### src/rtl/tdm_demux_pkg.sv
// Shared types for the TDM receive path: FSM state encoding.
// Encodings match the mux-tree sender so both ends read the same in waveforms.
// No logic here; types only.
package tdm_demux_pkg;

  // Receiver frame state: waiting for slot 0, or collecting slots 1..NCH-1
  typedef enum logic {
    ST_IDLE = 1'b0,
    ST_RECV = 1'b1
  } state_t;

endpackage

### src/rtl/demux_decode.sv
// Purpose: slot index -> one-hot shadow-register write enable (inverse of the sender's select tree).
// Latency: combinational, zero cycles.
// Backpressure: none; all enables forced low when en is low.
module demux_decode #(
  parameter int NCH  = 4,
  parameter int SELW = 2
) (
  input  logic [SELW-1:0] sel,
  input  logic            en,
  output logic [NCH-1:0]  we
);

  // One-hot decode of the selected slot, gated by the enable
  always_comb begin
    we = '0;
    for (int k = 0; k < NCH; k++) begin
      if (en && (sel == SELW'(k))) we[k] = 1'b1;
    end
  end

endmodule

### src/rtl/tdm_demux.sv
// Purpose: rebuild an NCH-bit parallel word from a 1-bit TDM link, one bit per valid slot.
// Latency: ch_out/frame_valid registered, visible one cycle after the last slot is sampled.
// Backpressure: none; the link cannot be stalled, gaps (din_valid=0) just hold position.
module tdm_demux
  import tdm_demux_pkg::*;
#(
  parameter int NCH  = 4,
  parameter int SELW = 2
) (
  input  logic            clock,
  input  logic            resetn,
  input  logic            din,
  input  logic            din_valid,
  input  logic            frame_start,
  output logic [NCH-1:0]  ch_out,
  output logic            frame_valid,
  output logic [SELW-1:0] sel_out,
  output logic            sync_err
);

  // A single-channel frame has no slot structure; refuse to build it.
  if (NCH < 2) begin : g_bad_nch
    $error("tdm_demux: NCH must be >= 2");
  end
  if (SELW < $clog2(NCH)) begin : g_bad_selw
    $error("tdm_demux: SELW too narrow for NCH");
  end

  state_t          state;
  logic [SELW-1:0] slot;
  logic [NCH-2:0]  shadow;
  logic [NCH-1:0]  we;
  logic            accept;
  logic [SELW-1:0] wr_sel;

  // A bit is kept when it opens a frame or continues one; stray bits in IDLE are dropped.
  // frame_start always targets slot 0, which also covers the resync case.
  assign accept = din_valid & (frame_start | (state == ST_RECV));
  assign wr_sel = frame_start ? '0 : slot;

  demux_decode #(
    .NCH  (NCH),
    .SELW (SELW)
  ) u_decode (
    .sel (wr_sel),
    .en  (accept),
    .we  (we)
  );

  // Shadow capture for slots 0..NCH-2; the last slot goes straight to ch_out.
  always_ff @(posedge clock or negedge resetn) begin
    if (!resetn) begin
      shadow <= '0;
    end else begin
      for (int k = 0; k < NCH - 1; k++) begin
        if (we[k]) shadow[k] <= din;
      end
    end
  end

  // Frame FSM with slot counter and registered outputs; we[NCH-1] marks the completing bit.
  always_ff @(posedge clock or negedge resetn) begin
    if (!resetn) begin
      state       <= ST_IDLE;
      slot        <= '0;
      ch_out      <= '0;
      frame_valid <= 1'b0;
      sync_err    <= 1'b0;
    end else begin
      frame_valid <= 1'b0;
      sync_err    <= 1'b0;
      if (din_valid) begin
        case (state)
          ST_IDLE: begin
            if (frame_start) begin
              slot  <= SELW'(1);
              state <= ST_RECV;
            end
          end
          ST_RECV: begin
            if (frame_start) begin
              sync_err <= 1'b1;
              slot     <= SELW'(1);
            end else if (we[NCH-1]) begin
              ch_out      <= {din, shadow};
              frame_valid <= 1'b1;
              slot        <= '0;
              state       <= ST_IDLE;
            end else begin
              slot <= slot + SELW'(1);
            end
          end
          default: begin
            state <= ST_IDLE;
            slot  <= '0;
          end
        endcase
      end
    end
  end

  assign sel_out = slot;

endmodule

### config.mk
export PLATFORM = sky130hd
export DESIGN_NAME = tdm_demux
export DESIGN_NICKNAME = d
export VERILOG_FILES = /design/src/rtl/tdm_demux_pkg.sv /design/src/rtl/demux_decode.sv /design/src/rtl/tdm_demux.sv
export SDC_FILE = /design/constraint.sdc
export NUM_CORES = 1
export LEC_CHECK = 0
export BUFFER_PORTS_ARGS = -buffer_cell sky130_fd_sc_hd__buf_4
export CAP_MARGIN = 20
export CORE_MARGIN = 5
export CORE_UTILIZATION = 44
export CTS_CLUSTER_SIZE = 12
export DETAILED_ROUTE_END_ITERATION = 12
export PLACE_DENSITY = 0.7
export REMOVE_ABC_BUFFERS = 1
export SYNTH_ARGS = -nofsm -noshare
export SYNTH_HDL_FRONTEND = slang
export SYNTH_HIERARCHICAL = 1
export SYNTH_SLANG_ARGS = --single-unit
### constraint.sdc
create_clock -name clock -period 1.36 [get_ports clock]
set_input_delay 0.204 -clock clock [delete_from_list [all_inputs] [get_ports clock]]
set_output_delay 0.204 -clock clock [all_outputs]
set_load 0.01 [all_outputs]
==> results.yml <==
run_status:
  outcome: "complete, no violations"
floorplanning:
  ios: 13
  rows: 13
  die_area_sq_mm: 0.00212
  die_x_um: 46.1
  start_util: 0.452
  core_area_sq_mm: 0.00127
  die_h_um: 46.1
cells_and_area:
  layout-drive-gt1-share: 0.609
  fill_cells: 103
  fin_nets: 75
  most-common-layout-cells: "buf_4 (22), dfrtp_1 (12), mux2_2 (5), nand2_1 (4), clkbuf_4 (3)"
  antennaDiodeCount: 0
  final_cell_area_sq_um: 812
  layout_commonest_cell: "buf_4"
  utilization: 0.640
  area_growth_pct: 41.7
clock_tree:
  cts_root_buffer: "clkbuf_4"
  cts_tree: "yes"
  clock_latency_ns: 0.27
  cts_sinks: 12
  path_clk_slew_ns: 0.07
  cts.htree.levels: 1
  clockBufferDepth: 2
  cts_buffers: 3
timing:
  fin_skew_ns: 0.00419
  hold_slack_ns: 0.198
  final-hold-violation-count: 0
  slew_headroom: 0.890
  slew_viol_final: 0
  worst_pin_slew_ns: 0.165
  grt_setup_unrepaired: "true"
  setup_viol_count_final: 0
  min_period_ns: 1.35
  fmaxAchievable_mhz: 742
  setup_slack_ns: 0.0115
  fin_crit_sh: 0.992
global_route:
  grt_usage: 0.126
  antenna_found_initial: 0
  grt_overflow: 0
  grt_max_degree: 13
  grt_pass1_wl_um: 1770
  grt_pass1_vias: 418
routing:
  routed-via-count: 426
  drc_errors: 0
  via_per_inst: 5.07
  firstDrtPassIters: 4
  first_iter_violations: 6
  ant_nets: 0
  post_drt_wl_per_cell_um: 13.8
  routed_wl_um: 1160
placed_design:
  pre_cts_ws_ns: -0.0234
  port_buffers: 12
  dp_hpwl_um: 836
  place.gp.congestion: 0.707
  place_area_sq_um: 731
synth:
  synthArstFlopShare: 1.00
  ys_warn_count: 6
  synthFlopType: "dfrtp_1"
  postSynthAreaPerCell_sq_um: 13.0
  synth_cell_types: 21
  yosysSeqAreaShare: 0.524
  synth-edff-count: 0
  syn-cell-area_sq_um: 573
  ys_ff_latch: 12
  synthCells: 44
power_and_ir_drop:
  p_leak_nw: 0.414
  peakVddDrop_mv: 0.865
  power.density_mw_per_mm2: 1280
  fin_total_pwr_mw: 1.04
setup_path:
  end_kind: "flop"
  cp-start-kind: "flop"
  worst-setup-path-type: "reg -> reg"
  worstPathRequired_ns: 1.51
  arrival_ns: 1.50
  critPathMaxFanout: 5
job:
  drv_cap: 0
min_path:
  hold_class: "in -> reg"
==> repair_timing <==
| item | 4_1_cts | 5_1_grt |
|---|---|---|
| hold buffers | 1 | 0 |
| setup endpoints to repair | 4 | 9 |
| pin swaps | 0 | 2 |
| endpoints found under the hold margin | 12 | 0 |
| setup buffers | 0 | 1 |
| gates resized for setup | 1 | 7 |
==> registers in the layout (all words and copies together), names as in the netlist <==
name	flops
sel_out	2
frame_valid	1
state	1
sync_err	1
ch_out	4
shadow	3
==> worst max-delay path, stage by stage (launching register included) <==
cell,delay [ns]
dfrtp_1,0.36
inv_2,0.06
nor2_4,0.12
and3_4,0.22
nand4b_4,0.15
mux2_4,0.33
==> stage by stage <==
step | instances | TNS, ns
final | 84 | 0
after global placement | 78 | 0
after global routing | 84 | -0.148
after floorplan | 42 | -0.383
after detailed placement | 78 | -0.0703
after CTS | 83 | 0
==> area by class of cell <==
class	count	area (sq um)	area share
inverter	2	7.51	0.00924
clock buffer	4	36.3	0.0447
sequential	12	300	0.370
timing repair buffer	23	175	0.216
tap	15	18.8	0.0231
multi-input combinational	28	274	0.337
==> synthesized netlist by cell type, types with 2 or more instances <==
cell type  count  area share
and3b_1        2       0.031
dfrtp_1       12        0.52
nand2_1        4       0.026
and3_2         2       0.026
mux2_2         7        0.14
inv_1          2       0.013
==> kinds of logic after synthesis <==
group           synth area share
simple gates               0.203
flops                      0.524
mux                        0.138
compound gates            0.0895
buf+inv                   0.0459
==> power by group <==
group | internal (mW) | total, mW | switching (mW)
Clock | 0.163 | 0.275 | 0.112
Combinational | 0.183 | 0.307 | 0.124
Sequential | 0.426 | 0.459 | 0.0334
==> path summary, 6_finish.rpt <==
check / start / endpoint / slack, ns / depth (start not counted)
min: din / shadow[0] / 0.20 / 2
max reg2reg: sel_out[1] / ch_out[3] / 0.01 / 5
min reg2reg: ch_out[2] / ch_out[2] / 0.51 / 1
max in group asynchronous: resetn / ch_out[3] / 0.91 / 2
min in group asynchronous: resetn / ch_out[1] / 0.30 / 2
max: sel_out[1] / ch_out[3] / 0.01 / 5
==> routing by layer <==
layer | part of all wire | vias up | global-route usage
li1 | - | 208 | -
met1 | 0.43 | 203 | 0.135
met2 | 0.47 | 13 | 0.184
met3 | 0.079 | 2 | 0.0508
met4 | 0.015 | 0 | 0.119
met5 | 0 | - | 0
No activity file was read; power rests on OpenSTA's default activity.
